==> config.mk <==
export PLATFORM = sky130hd
export DESIGN_NAME = axi4_lite_mst_arbiter
export DESIGN_NICKNAME = d
export VERILOG_FILES = /design/src/rtl/axi4_lite_mst_arbiter.sv
export SDC_FILE = /design/constraint.sdc
export NUM_CORES = 1
export LEC_CHECK = 0
export ABC_AREA = 1
export BUFFER_PORTS_ARGS = -buffer_cell sky130_fd_sc_hd__clkbuf_2
export CELL_PAD_IN_SITES_DETAIL_PLACEMENT = 0
export CELL_PAD_IN_SITES_GLOBAL_PLACEMENT = 1
export CORE_AREA = 2 2 183 185
export DETAILED_ROUTE_END_ITERATION = 16
export DIE_AREA = 0 0 185 187
export PLACE_DENSITY = 0.83
export SYNTH_ARGS = -nofsm -noshare
export SYNTH_HDL_FRONTEND = slang
export SYNTH_SLANG_ARGS = --single-unit
==> constraint.sdc <==
create_clock -name i_clk -period 2.1 [get_ports i_clk]
set_clock_uncertainty 0.05 [all_clocks]
set_input_delay 0.21 -clock i_clk [delete_from_list [all_inputs] [get_ports i_clk]]
set_output_delay 0.21 -clock i_clk [all_outputs]
set_load 0.05 [all_outputs]
==> src/rtl/axi4_lite_mst_arbiter.sv <==
// axi4_lite_mst_arbiter
// Shares one AXI4-Lite master port between N_REQ req/ack command sources.
// Round-robin grant, a single outstanding transaction (write or read) at a time,
// and every output comes straight from a register.
module axi4_lite_mst_arbiter #(
  parameter int           N_REQ  = 4,
  parameter int           ADDR_W = 32,
  parameter int           DATA_W = 32,
  parameter logic [2:0]   AXPROT = 3'b000,
  localparam int          IDX_W  = $clog2(N_REQ),
  localparam int          STRB_W = DATA_W / 8
) (
  input  logic                      i_clk,
  input  logic                      i_rst_n,
  // requester command interface
  input  logic [N_REQ-1:0]          i_req,
  input  logic [N_REQ-1:0]          i_we,
  input  logic [N_REQ*ADDR_W-1:0]   i_addr,
  input  logic [N_REQ*DATA_W-1:0]   i_wdata,
  input  logic [N_REQ*STRB_W-1:0]   i_wstrb,
  output logic [N_REQ-1:0]          o_ack,
  output logic [DATA_W-1:0]         o_rdata,
  output logic [1:0]                o_resp,
  output logic                      o_busy,
  output logic [IDX_W-1:0]          o_gnt_idx,
  // AXI4-Lite write address
  output logic [ADDR_W-1:0]         o_awaddr,
  output logic [2:0]                o_awprot,
  output logic                      o_awvalid,
  input  logic                      i_awready,
  // AXI4-Lite write data
  output logic [DATA_W-1:0]         o_wdata,
  output logic [STRB_W-1:0]         o_wstrb,
  output logic                      o_wvalid,
  input  logic                      i_wready,
  // AXI4-Lite write response
  input  logic [1:0]                i_bresp,
  input  logic                      i_bvalid,
  output logic                      o_bready,
  // AXI4-Lite read address
  output logic [ADDR_W-1:0]         o_araddr,
  output logic [2:0]                o_arprot,
  output logic                      o_arvalid,
  input  logic                      i_arready,
  // AXI4-Lite read data
  input  logic [DATA_W-1:0]         i_rdata,
  input  logic [1:0]                i_rresp,
  input  logic                      i_rvalid,
  output logic                      o_rready
);

  typedef enum logic [2:0] {
    IDLE,
    WR,
    WR_RESP,
    RD,
    RD_RESP,
    DONE
  } state_t;

  state_t                 state_reg;
  logic [IDX_W-1:0]       last_grant_reg;

  // per-requester views of the packed command buses
  logic [ADDR_W-1:0]      addr_arr  [N_REQ];
  logic [DATA_W-1:0]      wdata_arr [N_REQ];
  logic [STRB_W-1:0]      wstrb_arr [N_REQ];

  genvar gi;
  generate
    for (gi = 0; gi < N_REQ; gi++) begin : g_unpack
      assign addr_arr[gi]  = i_addr[gi*ADDR_W +: ADDR_W];
      assign wdata_arr[gi] = i_wdata[gi*DATA_W +: DATA_W];
      assign wstrb_arr[gi] = i_wstrb[gi*STRB_W +: STRB_W];
    end
  endgenerate

  // protection bits are a fixed attribute of this master
  assign o_awprot = AXPROT;
  assign o_arprot = AXPROT;

  // round-robin pick: first requesting index at or after last_grant+1, wrapping
  logic             sel_valid_next;
  logic [IDX_W-1:0] sel_idx_next;
  int               cand;
  logic [IDX_W-1:0] cand_idx;

  always_comb begin
    sel_valid_next = 1'b0;
    sel_idx_next   = '0;
    cand           = 0;
    cand_idx       = '0;
    for (int off = 1; off <= N_REQ; off++) begin
      cand     = (int'(last_grant_reg) + off) % N_REQ;
      cand_idx = cand[IDX_W-1:0];
      if (!sel_valid_next && i_req[cand_idx]) begin
        sel_valid_next = 1'b1;
        sel_idx_next   = cand_idx;
      end
    end
  end

  // a channel counts as finished once its valid has already dropped or handshakes now
  logic aw_done_next;
  logic w_done_next;

  assign aw_done_next = !o_awvalid || i_awready;
  assign w_done_next  = !o_wvalid  || i_wready;

  // transaction sequencer; all bus and requester outputs are registered here
  always_ff @(posedge i_clk or negedge i_rst_n) begin
    if (!i_rst_n) begin
      state_reg      <= IDLE;
      last_grant_reg <= IDX_W'(N_REQ - 1);  // requester 0 wins first
      o_ack          <= '0;
      o_rdata        <= '0;
      o_resp         <= '0;
      o_busy         <= 1'b0;
      o_gnt_idx      <= '0;
      o_awaddr       <= '0;
      o_awvalid      <= 1'b0;
      o_wdata        <= '0;
      o_wstrb        <= '0;
      o_wvalid       <= 1'b0;
      o_bready       <= 1'b0;
      o_araddr       <= '0;
      o_arvalid      <= 1'b0;
      o_rready       <= 1'b0;
    end else begin
      o_ack <= '0;
      case (state_reg)
        IDLE: begin
          if (sel_valid_next) begin
            o_gnt_idx      <= sel_idx_next;
            last_grant_reg <= sel_idx_next;
            o_busy         <= 1'b1;
            if (i_we[sel_idx_next]) begin
              o_awaddr  <= addr_arr[sel_idx_next];
              o_wdata   <= wdata_arr[sel_idx_next];
              o_wstrb   <= wstrb_arr[sel_idx_next];
              o_awvalid <= 1'b1;
              o_wvalid  <= 1'b1;
              state_reg <= WR;
            end else begin
              o_araddr  <= addr_arr[sel_idx_next];
              o_arvalid <= 1'b1;
              state_reg <= RD;
            end
          end
        end

        WR: begin
          if (o_awvalid && i_awready) o_awvalid <= 1'b0;
          if (o_wvalid && i_wready)   o_wvalid  <= 1'b0;
          if (aw_done_next && w_done_next) begin
            o_bready  <= 1'b1;
            state_reg <= WR_RESP;
          end
        end

        WR_RESP: begin
          if (i_bvalid) begin
            o_resp    <= i_bresp;
            o_rdata   <= '0;
            o_bready  <= 1'b0;
            o_ack     <= {{(N_REQ-1){1'b0}}, 1'b1} << o_gnt_idx;
            state_reg <= DONE;
          end
        end

        RD: begin
          if (i_arready) begin
            o_arvalid <= 1'b0;
            o_rready  <= 1'b1;
            state_reg <= RD_RESP;
          end
        end

        RD_RESP: begin
          if (i_rvalid) begin
            o_rdata   <= i_rdata;
            o_resp    <= i_rresp;
            o_rready  <= 1'b0;
            o_ack     <= {{(N_REQ-1){1'b0}}, 1'b1} << o_gnt_idx;
            state_reg <= DONE;
          end
        end

        DONE: begin
          o_busy    <= 1'b0;
          state_reg <= IDLE;
        end

        default: begin
          state_reg <= IDLE;
        end
      endcase
    end
  end

endmodule

==> flow_summary.toml <==
[run_status]
outcome = "finished, violations left"
violations = "setup timing"

[cells_and_area]
nets = 2111
fill_cells = 3432
final_area_um2 = 13920
drive_gt1_share_pct = 38.53
area_growth_pct = 53.68

[die]
die_y_um = 187
die-area_um2 = 34600
coreArea_um2 = 32860
start_util_pct = 27.56
die_w_um = 185
io_pins = 475
row_count = 67

[sta]
setup_tns_ns = -35.37
finalSetupViolCount = 108
drv_slew = 0
finalHoldViolations = 0
slew_headroom_pct = 63.78
setup_ws_ns = -0.3681
fin_crit_sh_pct = 117.5
rsz0062_at_grt = "true"
fin_crit_ns = 2.468
tightest_slew_ns = 0.5420
fmax_mhz = 405.2

[worst_setup_path]
r2r-start = "last_grant_reg[0]$_DFFE_PN1P_"
r2r-end = "o_araddr[30]$_DFFE_PN0P_"
arrival_ns = 2.74
cp_common_cell = "nand2_2"
crit_slowest_cell = "dfstp_2"
critical_path_class = "reg -> reg"
startpoint_type = "flop"
crit_chain = "inv_4 > nand2_2 > nand3_1 > nand2_2 > inv_2 > nor2_4 > nand3_4 > nand2_8 > nand2_2 > nand3_2 > buf_6 > nand4_4 > buf_4 > buf_12 > nand2_1 > nand2_1"
cp.required_ns = 2.37
r2r_slack_ns = -0.37
end_kind = "flop"
cpPeakStageDelay_ns = 0.62
crit_buf_inv = 5
rr_worst_depth = 16
cpLargestDelayFamily = "simple AND/OR/NAND/NOR gates"
critPathMaxFanout = 9

[clock_network]
numCtsBuffers = 17
ctsHtreeMaxLevel = 4
clk_pin_slew_ns = 0.07
clk_latency_ns = 0.44
cts_tree = "done"
cts_sinks = 151
cts-root-buf = "clkbuf_16"
cts_buffer_depth = 2

[yosys]
synth_ff_type = "dfrtp_1"
synth_warnings = 0
synth_area_per_cell_um2 = 7.199
synth_edf_count = 0
yosys_register_bits = 151
synthArstFlopShare_pct = 100.0
synth-seq-area-share_pct = 41.75
synth_area_um2 = 9056
synthDistinctLibCells = 35
netlist_instances = 1258

[drt]
initialDrtViolationCount = 455
ant_nets = 0
wl_per_cell_um = 16.12
via_count = 10238
drc = 0
dr.pass1.iters = 5
via_per_inst = 4.548
wl_um = 36280

[grt]
grt_antenna_before_repair = 3
grt_usage_pct = 19.99
overflow = 0
grt_first_pass_wirelength_um = 53170
grt_max_degree = 73
first_global_vias = 9831

[placed_design]
hpwlAfterDp_um = 24890
port_buffers = 468
gp_congestion = 0.8745
post_dp_cell_area_um2 = 12190

[worst_hold_path]
hold_start = "i_rdata[3]"
min_delay_worst_endpoint = "o_rdata[3]$_DFFE_PN0P_"
hp-class = "in -> reg"
min_path_cells = 3

[run]
drv_cap = 0
-- cells in the final DEF (no fill, tap or decap), types with 3 or more instances in the layout --
| cell | count |
|---|---|
| nand2_2 | 31 |
| clkbuf_2 | 467 |
| nand2_1 | 417 |
| nor2_1 | 11 |
| clkinvlp_4 | 4 |
| inv_4 | 3 |
| o211ai_1 | 37 |
| nand3_4 | 3 |
| o21ai_0 | 91 |
| inv_2 | 4 |
| dlygate4sd3_1 | 37 |
| buf_16 | 9 |
| buf_12 | 19 |
| inv_1 | 156 |
| clkbuf_16 | 20 |
| o21ai_1 | 21 |
| nand3_2 | 5 |
| inv_6 | 4 |
| buf_6 | 8 |
| o211ai_2 | 31 |
| nor3_1 | 5 |
| bufbuf_16 | 4 |
| bufinv_16 | 3 |
| buf_4 | 51 |
| nand3_1 | 104 |
| conb_1 | 6 |
| a21oi_2 | 9 |
| dfrtp_1 | 149 |
| a21oi_1 | 63 |
-- worst reg2reg max path: stages (launching register included) --
cell,delay [ns]
dfstp_2,0.62
inv_4,0.08
nand2_2,0.07
nand3_1,0.09
nand2_2,0.11
inv_2,0.05
nor2_4,0.14
nand3_4,0.13
nand2_8,0.18
nand2_2,0.07
nand3_2,0.09
buf_6,0.10
nand4_4,0.12
buf_4,0.18
buf_12,0.14
nand2_1,0.07
nand2_1,0.06
-- through the flow --
step / std cells / hold slack [ns] / util, % / worst slack [ns]
after floorplan: 1263 / -0.1356 / - / -0.007880
after global placement: 2149 / 0.1310 / 37.10 / -0.3690
after detailed placement: 2149 / 0.1291 / 37.10 / -0.3794
after CTS: 2244 / 0.03125 / 41.93 / -0.3082
after global routing: 2250 / 0.04555 / 42.34 / -0.5200
final: 2251 / 0.04193 / 42.35 / -0.3681
-- worst max path at each step --
stage                                  start                  endpoint  slack (ns)  cells after the start
2_1_floorplan  last_grant_reg[0]$_DFFE_PN1P_    o_wdata[8]$_DFFE_PN0P_      -0.008                     17
3_3_place_gp   last_grant_reg[0]$_DFFE_PN1P_  o_araddr[31]$_DFFE_PN0P_       -0.37                     16
3_5_place_dp   last_grant_reg[0]$_DFFE_PN1P_  o_araddr[31]$_DFFE_PN0P_       -0.38                     15
4_1_cts        last_grant_reg[0]$_DFFE_PN1P_  o_araddr[21]$_DFFE_PN0P_       -0.31                     16
5_1_grt        last_grant_reg[0]$_DFFE_PN1P_   o_araddr[9]$_DFFE_PN0P_       -0.52                     15
6_report       last_grant_reg[0]$_DFFE_PN1P_  o_araddr[30]$_DFFE_PN0P_       -0.37                     16
-- cells in the mapped netlist, drive strengths merged (2+ instances only) --
master    n  area (um2)
nand2   452        1759
nor3      5       25.02
dfstp     2       52.55
nor2     15       66.32
nand4     3       25.02
clkbuf   21       78.83
o211ai   68       665.6
nor4      2       12.51
a21oi    72       364.1
dfrtp   149        3729
inv     163       614.3
a31oi     2       12.51
buf      73       475.5
nand3   112       575.6
o21ai   113       565.6
-- kinds of logic after synthesis --
family | synth area share [%]
other | 0.04141
flip-flops | 41.75
buffers and inverters | 12.95
AO/OA/AOI/OAI | 17.91
AND/OR/NAND/NOR | 27.36
-- timing repair --
action	in CTS	in global routing
pin swaps	17	4
cloned	10	3
gates resized for setup	48	15
endpoints found under the hold margin	73	0
buffers inserted	17	3
setup endpoints to repair	108	108
hold buffers	37	0
-- cell type report --
type	count	area (um2)	share of cell area, %
Antenna cell	2	5.005	0.03596
Tap cell	448	560.5	4.028
Sequential cell	151	3781	27.17
Clock inverter	15	191.4	1.376
Timing Repair Buffer	600	4044	29.06
Multi-Input combinational cell	854	4287	30.80
Clock buffer	17	425.4	3.057
Inverter	164	623.1	4.477
-- routing by layer --
layer  wire length [um]  vias to the layer above  global-route usage (%)
li1                   -                     5077                       -
met1              14890                     4722                   23.46
met2              18200                      392                   35.54
met3               2324                       47                   4.322
met4                866                        0                   7.234
met5                  0                        -                       0
Power is left out: the tool's default activity adds up to more than one toggle a clock period on the data nets, which glitch-free logic cannot reach.
